--- src/rtl/sc_rowscan_controller.sv ---
// Row-scan controller for a 12-line decoder.
// The controller steps the row-select code through rows 1..NUM_ROWS. Each row
// stays selected for a programmable dwell time. An optional all-off blank gap
// can be inserted between rows. A one-cycle frame-done pulse marks the end of
// each full pass.
module sc_rowscan_controller #(
    parameter int DATAWIDTH_DECODER_SELECTION = 4,
    parameter int NUM_ROWS                    = 12,
    parameter int DATAWIDTH_DWELL             = 16
) (
    input  logic                                   SC_ROWSCAN_CLOCK_50,
    input  logic                                   SC_ROWSCAN_RESET_InLow,
    input  logic                                   SC_ROWSCAN_enable_In,
    input  logic                                   SC_ROWSCAN_hold_In,
    input  logic [DATAWIDTH_DWELL-1:0]             SC_ROWSCAN_dwell_InBUS,
    input  logic [3:0]                             SC_ROWSCAN_blank_InBUS,
    output logic [DATAWIDTH_DECODER_SELECTION-1:0] SC_ROWSCAN_selection_OutBUS,
    output logic                                   SC_ROWSCAN_blank_Out,
    output logic                                   SC_ROWSCAN_busy_Out,
    output logic                                   SC_ROWSCAN_frameDone_Out
);

    localparam int SW = DATAWIDTH_DECODER_SELECTION;
    // The counter is shared by dwell and blank timing, so it must fit both.
    localparam int CW = (DATAWIDTH_DWELL > 4) ? DATAWIDTH_DWELL : 4;

    localparam logic [SW-1:0] ROW_FIRST = SW'(1);
    localparam logic [SW-1:0] ROW_LAST  = SW'(NUM_ROWS);

    typedef enum logic [1:0] {
        IDLE  = 2'd0,
        DWELL = 2'd1,
        BLANK = 2'd2
    } state_t;

    state_t        state;
    logic [SW-1:0] row;
    logic [CW-1:0] cnt;
    logic [3:0]    blank_lat;

    logic [CW-1:0] dwell_load;
    logic [SW-1:0] next_row;

    // Remaining-cycle preload for a new row (dwell of 0 behaves as 1) and the wrapped successor row
    always_comb begin
        dwell_load = '0;
        if (SC_ROWSCAN_dwell_InBUS != '0) begin
            dwell_load = CW'(SC_ROWSCAN_dwell_InBUS) - CW'(1);
        end
        next_row = (row >= ROW_LAST) ? ROW_FIRST : row + SW'(1);
    end

    // Scan FSM with registered outputs; enable-low wins over hold, hold freezes everything
    always_ff @(posedge SC_ROWSCAN_CLOCK_50 or negedge SC_ROWSCAN_RESET_InLow) begin
        if (!SC_ROWSCAN_RESET_InLow) begin
            state                       <= IDLE;
            row                         <= ROW_FIRST;
            cnt                         <= '0;
            blank_lat                   <= '0;
            SC_ROWSCAN_selection_OutBUS <= '0;
            SC_ROWSCAN_blank_Out        <= 1'b1;
            SC_ROWSCAN_busy_Out         <= 1'b0;
            SC_ROWSCAN_frameDone_Out    <= 1'b0;
        end else if (!SC_ROWSCAN_enable_In) begin
            state                       <= IDLE;
            row                         <= ROW_FIRST;
            cnt                         <= '0;
            SC_ROWSCAN_selection_OutBUS <= '0;
            SC_ROWSCAN_blank_Out        <= 1'b1;
            SC_ROWSCAN_busy_Out         <= 1'b0;
            SC_ROWSCAN_frameDone_Out    <= 1'b0;
        end else if (SC_ROWSCAN_hold_In) begin
            SC_ROWSCAN_frameDone_Out <= 1'b0;
        end else begin
            SC_ROWSCAN_frameDone_Out <= 1'b0;
            case (state)
                IDLE: begin
                    state                       <= DWELL;
                    row                         <= ROW_FIRST;
                    cnt                         <= dwell_load;
                    blank_lat                   <= SC_ROWSCAN_blank_InBUS;
                    SC_ROWSCAN_selection_OutBUS <= ROW_FIRST;
                    SC_ROWSCAN_blank_Out        <= 1'b0;
                    SC_ROWSCAN_busy_Out         <= 1'b1;
                end
                DWELL: begin
                    if (cnt != '0) begin
                        cnt <= cnt - CW'(1);
                    end else begin
                        SC_ROWSCAN_frameDone_Out <= (row == ROW_LAST);
                        if (blank_lat != '0) begin
                            // The blank length latched at row entry governs this gap.
                            state                       <= BLANK;
                            cnt                         <= CW'(blank_lat) - CW'(1);
                            SC_ROWSCAN_selection_OutBUS <= '0;
                            SC_ROWSCAN_blank_Out        <= 1'b1;
                        end else begin
                            row                         <= next_row;
                            cnt                         <= dwell_load;
                            blank_lat                   <= SC_ROWSCAN_blank_InBUS;
                            SC_ROWSCAN_selection_OutBUS <= next_row;
                            SC_ROWSCAN_blank_Out        <= 1'b0;
                        end
                    end
                end
                BLANK: begin
                    if (cnt != '0) begin
                        cnt <= cnt - CW'(1);
                    end else begin
                        state                       <= DWELL;
                        row                         <= next_row;
                        cnt                         <= dwell_load;
                        blank_lat                   <= SC_ROWSCAN_blank_InBUS;
                        SC_ROWSCAN_selection_OutBUS <= next_row;
                        SC_ROWSCAN_blank_Out        <= 1'b0;
                    end
                end
                default: begin
                    state                       <= IDLE;
                    row                         <= ROW_FIRST;
                    cnt                         <= '0;
                    SC_ROWSCAN_selection_OutBUS <= '0;
                    SC_ROWSCAN_blank_Out        <= 1'b1;
                    SC_ROWSCAN_busy_Out         <= 1'b0;
                end
            endcase
        end
    end

endmodule

--- config.mk ---
export PLATFORM = sky130hd
export DESIGN_NAME = sc_rowscan_controller
export DESIGN_NICKNAME = d
export VERILOG_FILES = /design/src/rtl/sc_rowscan_controller.sv
export SDC_FILE = /design/constraint.sdc
export NUM_CORES = 1
export LEC_CHECK = 0
export CORE_MARGIN = 2
export CORE_UTILIZATION = 41
export CTS_BUF_LIST = sky130_fd_sc_hd__clkbuf_16
export DETAILED_ROUTE_END_ITERATION = 7
export PLACE_DENSITY = 0.72
export SLEW_MARGIN = 20
export SYNTH_ARGS = -nofsm -noshare
export SYNTH_HDL_FRONTEND = slang
export SYNTH_SLANG_ARGS = --single-unit
export TNS_END_PERCENT = 50
--- constraint.sdc ---
create_clock -name SC_ROWSCAN_CLOCK_50 -period 2.7 [get_ports SC_ROWSCAN_CLOCK_50]
set_input_delay 0.81 -clock SC_ROWSCAN_CLOCK_50 [delete_from_list [all_inputs] [get_ports SC_ROWSCAN_CLOCK_50]]
set_output_delay 0.81 -clock SC_ROWSCAN_CLOCK_50 [all_outputs]
set_load 0.005 [all_outputs]
==> results.py, run 1 <==
metrics = {
    "run_status": {
        "status": "finished clean",
    },
    "clock_network": {
        "clk_latency_ps": 280,
        "clk_pin_slew_worst_paths_ps": 50,
        "cts_tree": "yes",
        "cts.sinks": 33,
        "root_buffer": "clkbuf_16",
        "cts_buffers": 5,
        "postCtsSetupRepairBufs": 0,
        "cts-hold-fix-buffers": 0,
        "clockBufferDepth": 2,
        "htree_num_levels": 2,
    },
    "global_routing": {
        "grt_pass1_vias": 2952,
        "grt_antenna_before_repair": 0,
        "track_usage_pct": 23.9,
        "grt_pass1_wl_um": 14100,
        "overflow": 0,
        "grt_start_max_net_pins": 34,
    },
    "floorplan": {
        "dieWidth_um": 85.8,
        "ios": 31,
        "die_h_um": 85.8,
        "rows": 29,
        "initial_utilization_pct": 42.7,
        "fp.dieArea_sq_um": 7360,
        "coreArea_sq_um": 6420,
    },
    "critical_path": {
        "critPathRequiredTime_ps": 2890,
        "r2r_slack_ps": 120,
        "startpoint_type": "input port",
        "arrival_ps": 2830,
        "cp_max_fo": 5,
        "endpoint_kind": "flop",
        "path_class": "in2reg",
    },
    "layout": {
        "drive_gt1_share_pct": 21.1,
        "nets": 436,
        "n_antenna_cell": 0,
        "area_delta_synth_final_pct": 33.1,
        "fillCellCount": 583,
    },
    "routing": {
        "viasPerCell": 6.20,
        "ant_nets": 0,
        "num_vias": 2971,
        "drt-total-wl_um": 8310,
        "drc_errors": 0,
        "drt_iter0_drc": 337,
        "wire_per_inst_um": 17.4,
        "firstDrtPassIters": 5,
    },
    "synth": {
        "synth_top_area_cell": "dfrtp_1",
        "yosys-top-cells-area": "dfrtp_1, ha_1, nor4_1, nand2_1, xnor2_1",
        "syn-cell-area_sq_um": 2740,
        "synth_cells": 329,
        "synth_edf_count": 0,
        "syn_area_per_cell_sq_um": 8.33,
        "ys_warn_count": 0,
        "synth_top_area_share_pct": 28.3,
        "synth_cell_types": 59,
        "yosys_most_used_dff": "dfrtp_1",
        "syn-num-nets": 364,
        "synth.yosys.seq_area_share_pct": 30.2,
        "ys_ff_latch": 33,
        "synthArstFlopShare_pct": 100,
    },
    "power": {
        "ir_worst_vdd_mv": 0.550,
        "switchingPower_mw": 1.22,
        "power_frac_seq_pct": 25.7,
        "leakage_nw": 1.53,
        "comb_power_share_pct": 55.3,
        "switching_share_pct": 42.7,
        "p_total_mw": 2.85,
        "p_per_area_nw_per_um2": 782,
        "clkPwrFrac_pct": 19.0,
        "power.internal_mw": 1.64,
    },
    "sta": {
        "min_period_ps": 2640,
        "slew_violations": 0,
        "tightestPinTransition_ps": 720,
        "max_slew_margin_pct": 51.6,
        "setup_ws_ps": 62.2,
        "hold_viol": 0,
        "clock.fmax_mhz": 379,
        "hold_slack_ps": 493,
        "fin_skew_ps": 4.09,
        "setup_violations": 0,
        "finalCritPeriodShare_pct": 97.7,
    },
    "place": {
        "io_buffer_count": 30,
        "hpwlAfterDp_um": 6230,
        "gp_congestion": 0.946,
        "pre_cts_slack_ps": -427,
    },
    "hold_path": {
        "hold_class": "reg2reg",
    },
    "run": {
        "maxCapViolCount": 0,
    },
}
-- synthesized netlist by cell type (9+ instances only) --
| library cell | number |
|---|---|
| a211oi_1 | 9 |
| a21oi_1 | 12 |
| nor2_1 | 15 |
| dfrtp_1 | 31 |
| nand2_1 | 32 |
| nor3_1 | 14 |
| or3_1 | 9 |
| o21ai_0 | 20 |
| inv_1 | 16 |
| clkbuf_1 | 13 |
| nor4_1 | 20 |
| nand3_1 | 11 |
| ha_1 | 11 |
| xnor2_1 | 13 |
| o211ai_1 | 10 |
-- sequential cells by signal, summed over array words and instances, names as in the netlist --
name                         cells
cnt                             16
state                            2
SC_ROWSCAN_frameDone_Out         1
row                              4
SC_ROWSCAN_busy_Out              1
SC_ROWSCAN_selection_OutBUS      4
SC_ROWSCAN_blank_Out             1
blank_lat                        4
-- final timing paths --
check                      cells after the start                                    endpoint                                        from
max                                            7                          cnt[7]$_DFFE_PN0P_                   SC_ROWSCAN_dwell_InBUS[2]
min                                            1  SC_ROWSCAN_selection_OutBUS[2]$_DFFE_PN0P_  SC_ROWSCAN_selection_OutBUS[2]$_DFFE_PN0P_
max reg2reg                                    7  SC_ROWSCAN_selection_OutBUS[2]$_DFFE_PN0P_                          cnt[0]$_DFFE_PN0P_
min reg2reg                                    1  SC_ROWSCAN_selection_OutBUS[2]$_DFFE_PN0P_  SC_ROWSCAN_selection_OutBUS[2]$_DFFE_PN0P_
max in group asynchronous                      2                          row[0]$_DFFE_PN1P_                      SC_ROWSCAN_RESET_InLow
min in group asynchronous                      2                         cnt[14]$_DFFE_PN0P_                      SC_ROWSCAN_RESET_InLow
-- power by group through the flow --
stage	clock network, mW	registers [mW]	logic, mW
global route	0.572	0.758	1.72
detailed placement	0	0.740	1.51
floorplan	0	0.718	1.02
finish	0.543	0.733	1.58
CTS	0.550	0.732	1.54
global placement	0	0.735	1.48
-- cell usage in the layout (no fill, tap or decap), types with 3 or more instances in the layout --
master | netlist | layout
a211oi_1 | 9 | 9
a21o_1 | 3 | 3
a21oi_1 | 12 | 11
a32oi_1 | 3 | 3
and3_1 | 3 | 3
buf_4 | 0 | 51
clkbuf_16 | 0 | 5
clkdlybuf4s50_1 | 0 | 26
dfrtp_1 | 31 | 31
dlymetal6s2s_1 | 0 | 4
ha_1 | 11 | 10
inv_1 | 16 | 16
mux2_2 | 4 | 4
nand2_1 | 32 | 31
nand3_1 | 11 | 11
nand4_1 | 6 | 6
nor2_1 | 15 | 15
nor3_1 | 14 | 14
nor4_1 | 20 | 18
o211ai_1 | 10 | 10
o21a_1 | 3 | 3
o21ai_0 | 20 | 20
o221ai_1 | 4 | 4
o31ai_1 | 8 | 8
or3_1 | 9 | 8
or3b_2 | 4 | 3
or4_1 | 8 | 5
or4_4 | 2 | 5
xnor2_1 | 13 | 13
-- stage by stage --
step / util [%] / setup TNS (ps) / instances / instance area [sq um]
global placement: 53.8 / -4380 / 471 / 3450
floorplan: - / 0 / 329 / 2750
CTS: 56.5 / 0 / 479 / 3630
detailed placement: 53.8 / -5350 / 471 / 3450
finish: 56.8 / 0 / 479 / 3650
global route: 56.8 / -5.53 / 479 / 3650
-- critical path: stages --
cell             delay [ps]
clkdlybuf4s50_1         440
or4_4                   550
buf_4                   160
or3_1                   310
a22oi_2                 260
a32oi_1                 150
o211ai_1                130
-- metal layers --
layer  share of wire (%)  track usage [%]
met2                  46             37.6
met3                 7.3             3.56
met1                  43             33.5
met4                 2.7             8.23
met5                   0                0
-- cells by family (layout without fill, tap and decap cells) --
logic type | count (synthesis) | in the layout | synth area share [%]
simple gates | 143 | 143 | 29.6
compound gates | 87 | 87 | 22.0
flops | 33 | 33 | 30.2
buf+inv | 33 | 106 | 5.61
xor+xnor | 15 | 15 | 4.79
fa+ha+maj | 11 | 11 | 5.02
mux | 7 | 7 | 2.78
-- repair_timing --
item / in CTS / in global routing
cloned: 0 / 0
endpoints found under the setup margin: 13 / 13
pin swaps: 4 / 5
resized for setup: 8 / 7
-- final cells by class --
class	count	area, sq um	area share [%]
Multi-Input combinational cell	263	1810	49.7
Inverter	16	60.1	1.65
Clock buffer	5	125	3.43
Clock inverter	3	12.5	0.343
Sequential cell	33	828	22.7
Tap cell	77	96.3	2.64
Timing Repair Buffer	82	713	19.5
Power figures use the tool's default switching activity.
==> run 2, diff against run 1 <==
--- a/config.mk
+++ b/config.mk
@@ -9,6 +9,7 @@
 export CORE_UTILIZATION = 41
 export CTS_BUF_LIST = sky130_fd_sc_hd__clkbuf_16
 export DETAILED_ROUTE_END_ITERATION = 7
+export GPL_TIMING_DRIVEN = 0
 export PLACE_DENSITY = 0.72
 export SLEW_MARGIN = 20
 export SYNTH_ARGS = -nofsm -noshare
==> results.py, run 2 (synthesis results as in run 1) <==
metrics = {
    "run_status": {
        "status": "finished clean",
    },
    "power": {
        "power_frac_seq_pct": 27.0,
        "comb_power_share_pct": 54.0,
        "p_per_area_nw_per_um2": 806,
        "switchingPower_mw": 1.21,
        "power.internal_mw": 1.58,
        "leakage_nw": 1.41,
        "ir_worst_vdd_mv": 0.377,
        "switching_share_pct": 43.5,
        "clkPwrFrac_pct": 19.0,
    },
    "critical_path": {
        "critPathRequiredTime_ps": 2900,
        "r2r-start": "cnt[6]$_DFFE_PN0P_",
        "startpoint_type": "flop",
        "max_stage_delay_ps": 550,
        "cp_max_fo": 10,
        "arrival_ps": 2880,
        "worst-path-buf-inv": 3,
        "worstPathCellList": "or4_4 > buf_6 > or4_4 > buf_6 > a21o_1 > buf_6 > or3_1 > a21oi_1",
        "cp_common_cell": "buf_6",
        "r2r_end": "state[0]$_DFFE_PN0P_",
        "path_depth": 8,
        "path_class": "reg2reg",
        "crit_family": "simple AND/OR/NAND/NOR gates",
        "ff2ff_path_depth": 8,
        "endpoint_kind": "flop",
        "crit_path_start": "cnt[6]$_DFFE_PN0P_",
        "crit_path_top_delay_cell": "or4_4",
        "r2r_slack_ps": 30,
        "cp-endpoint": "state[0]$_DFFE_PN0P_",
    },
    "clock_network": {
        "htree_num_levels": 2,
        "cts_buffers": 5,
        "clk_pin_slew_worst_paths_ps": 50,
        "cts.sinks": 33,
        "clockBufferDepth": 2,
        "root_buffer": "clkbuf_16",
        "cts_tree": "yes",
        "clk_latency_ps": 270,
        "cts-hold-fix-buffers": 0,
    },
    "routing": {
        "firstDrtPassIters": 5,
        "drt-total-wl_um": 8020,
        "wl_met1_um": 3700,
        "met3_length_um": 434,
        "top_layer_used": "met4",
        "num_vias": 2836,
        "ant_nets": 0,
        "drt_iter0_drc": 230,
        "wl_met2_um": 3850,
        "drc_errors": 0,
        "viasPerCell": 6.32,
        "wire_per_inst_um": 17.9,
    },
    "layout": {
        "largest_register": "cnt",
        "nets": 406,
        "layout_common_cells": "nand2_1, dfrtp_1, o21ai_0, clkdlybuf4s50_1, inv_1",
        "final_core_util_pct": 53.9,
        "multi_input_area_sq_um": 1880,
        "drive_gt1_share_pct": 16.1,
        "area_delta_synth_final_pct": 26.3,
        "final_common_cell": "nand2_1",
        "largest_reg_flops": 16,
        "register_area_sq_um": 830,
        "n_antenna_cell": 0,
        "fin_area_sq_um": 3460,
        "fillCellCount": 600,
    },
    "run": {
        "maxCapViolCount": 0,
    },
    "sta": {
        "clock.fmax_mhz": 374,
        "rsz0062_at_grt": "true",
        "hold_slack_ps": 444,
        "min_period_ps": 2670,
        "finalCritPeriodShare_pct": 99.0,
        "setup_violations": 0,
        "max_slew_margin_pct": 37.9,
        "slew_violations": 0,
        "hold_viol": 0,
        "finalSetupTns_ps": 0,
        "tightestPinTransition_ps": 930,
        "fin_skew_ps": 3.98,
    },
    "place": {
        "hpwlAfterDp_um": 5860,
        "io_buffer_count": 28,
        "placed_cell_area_sq_um": 3150,
        "gp_congestion": 0.910,
    },
    "global_routing": {
        "overflow": 0,
        "grt_antenna_before_repair": 0,
        "grt_pass1_vias": 2574,
        "grt_start_max_net_pins": 22,
        "track_usage_pct": 22.1,
        "grt_pass1_wl_um": 12900,
    },
    "floorplan": {
        "fp.dieArea_sq_um": 7360,
        "coreArea_sq_um": 6420,
        "initial_utilization_pct": 42.7,
        "ios": 31,
        "dieWidth_um": 85.8,
        "rows": 29,
        "die_h_um": 85.8,
    },
    "hold_path": {
        "hold_class": "in2async",
    },
}
## run 2: changes by cell type in the layout (fill, tap and decap cells not counted), moves of 3 or more
| cell | previous run | this run |
|---|---|---|
| buf_4 | 51 | 8 |
| clkdlybuf4s50_1 | 26 | 19 |
| clkbuf_2 | 0 | 3 |
| buf_6 | 0 | 4 |
| dlymetal6s2s_1 | 4 | 7 |
| clkbuf_1 | 0 | 9 |
## run 2: power by group through the flow
| stage | clock network (mW) | logic [mW] | registers (mW) |
|---|---|---|---|
| floorplan | 0 | 1.02 | 0.718 |
| global placement | 0 | 1.35 | 0.746 |
| detailed placement | 0 | 1.37 | 0.753 |
| CTS | 0.539 | 1.46 | 0.746 |
| global route | 0.567 | 1.64 | 0.775 |
| finish | 0.530 | 1.51 | 0.755 |
## run 2: metrics by stage
stage | power [mW] | setup WS (ps) | std cells
finish | 2.79 | 26.6 | 449
global route | 2.98 | -68.6 | 449
CTS | 2.74 | 6.91 | 447
detailed placement | 2.13 | -905 | 435
global placement | 2.09 | -873 | 434
floorplan | 1.74 | 27.8 | 329
## run 2: cell type report
| cell class | count | share of cell area [%] |
|---|---|---|
| buffer | 15 | 2.57 |
| clock buffer | 5 | 3.61 |
| clock inverter | 3 | 0.325 |
| inverter | 16 | 1.73 |
| multi-input combinational | 263 | 54.2 |
| sequential | 33 | 24.0 |
| tap | 77 | 2.78 |
| timing repair buffer | 37 | 10.8 |
## run 2: worst min path at each step
stage	startpoint	endpoint	slack (ps)	depth (start not counted)
CTS	SC_ROWSCAN_RESET_InLow	state[0]$_DFFE_PN0P_	460	1
floorplan	SC_ROWSCAN_blank_Out$_DFFE_PN1P_	SC_ROWSCAN_blank_Out$_DFFE_PN1P_	490	2
detailed placement	SC_ROWSCAN_selection_OutBUS[2]$_DFFE_PN0P_	SC_ROWSCAN_selection_OutBUS[2]$_DFFE_PN0P_	490	1
global placement	SC_ROWSCAN_selection_OutBUS[2]$_DFFE_PN0P_	SC_ROWSCAN_selection_OutBUS[2]$_DFFE_PN0P_	480	1
global route	SC_ROWSCAN_RESET_InLow	state[0]$_DFFE_PN0P_	460	1
finish	SC_ROWSCAN_RESET_InLow	state[0]$_DFFE_PN0P_	440	1
## run 2: per-layer routing
metal	track usage, %	up-vias
met4	5.19	0
met2	35.0	107
li1	-	1351
met5	0	-
met3	4.33	4
met1	31.1	1374
## run 2: timing repair
action / CTS / global route
endpoints found under the hold margin: 0 / 0
endpoints found under the setup margin: 22 / 22
setup buffers: 6 / 2
gates resized for setup: 17 / 20
pin swaps: 3 / 10
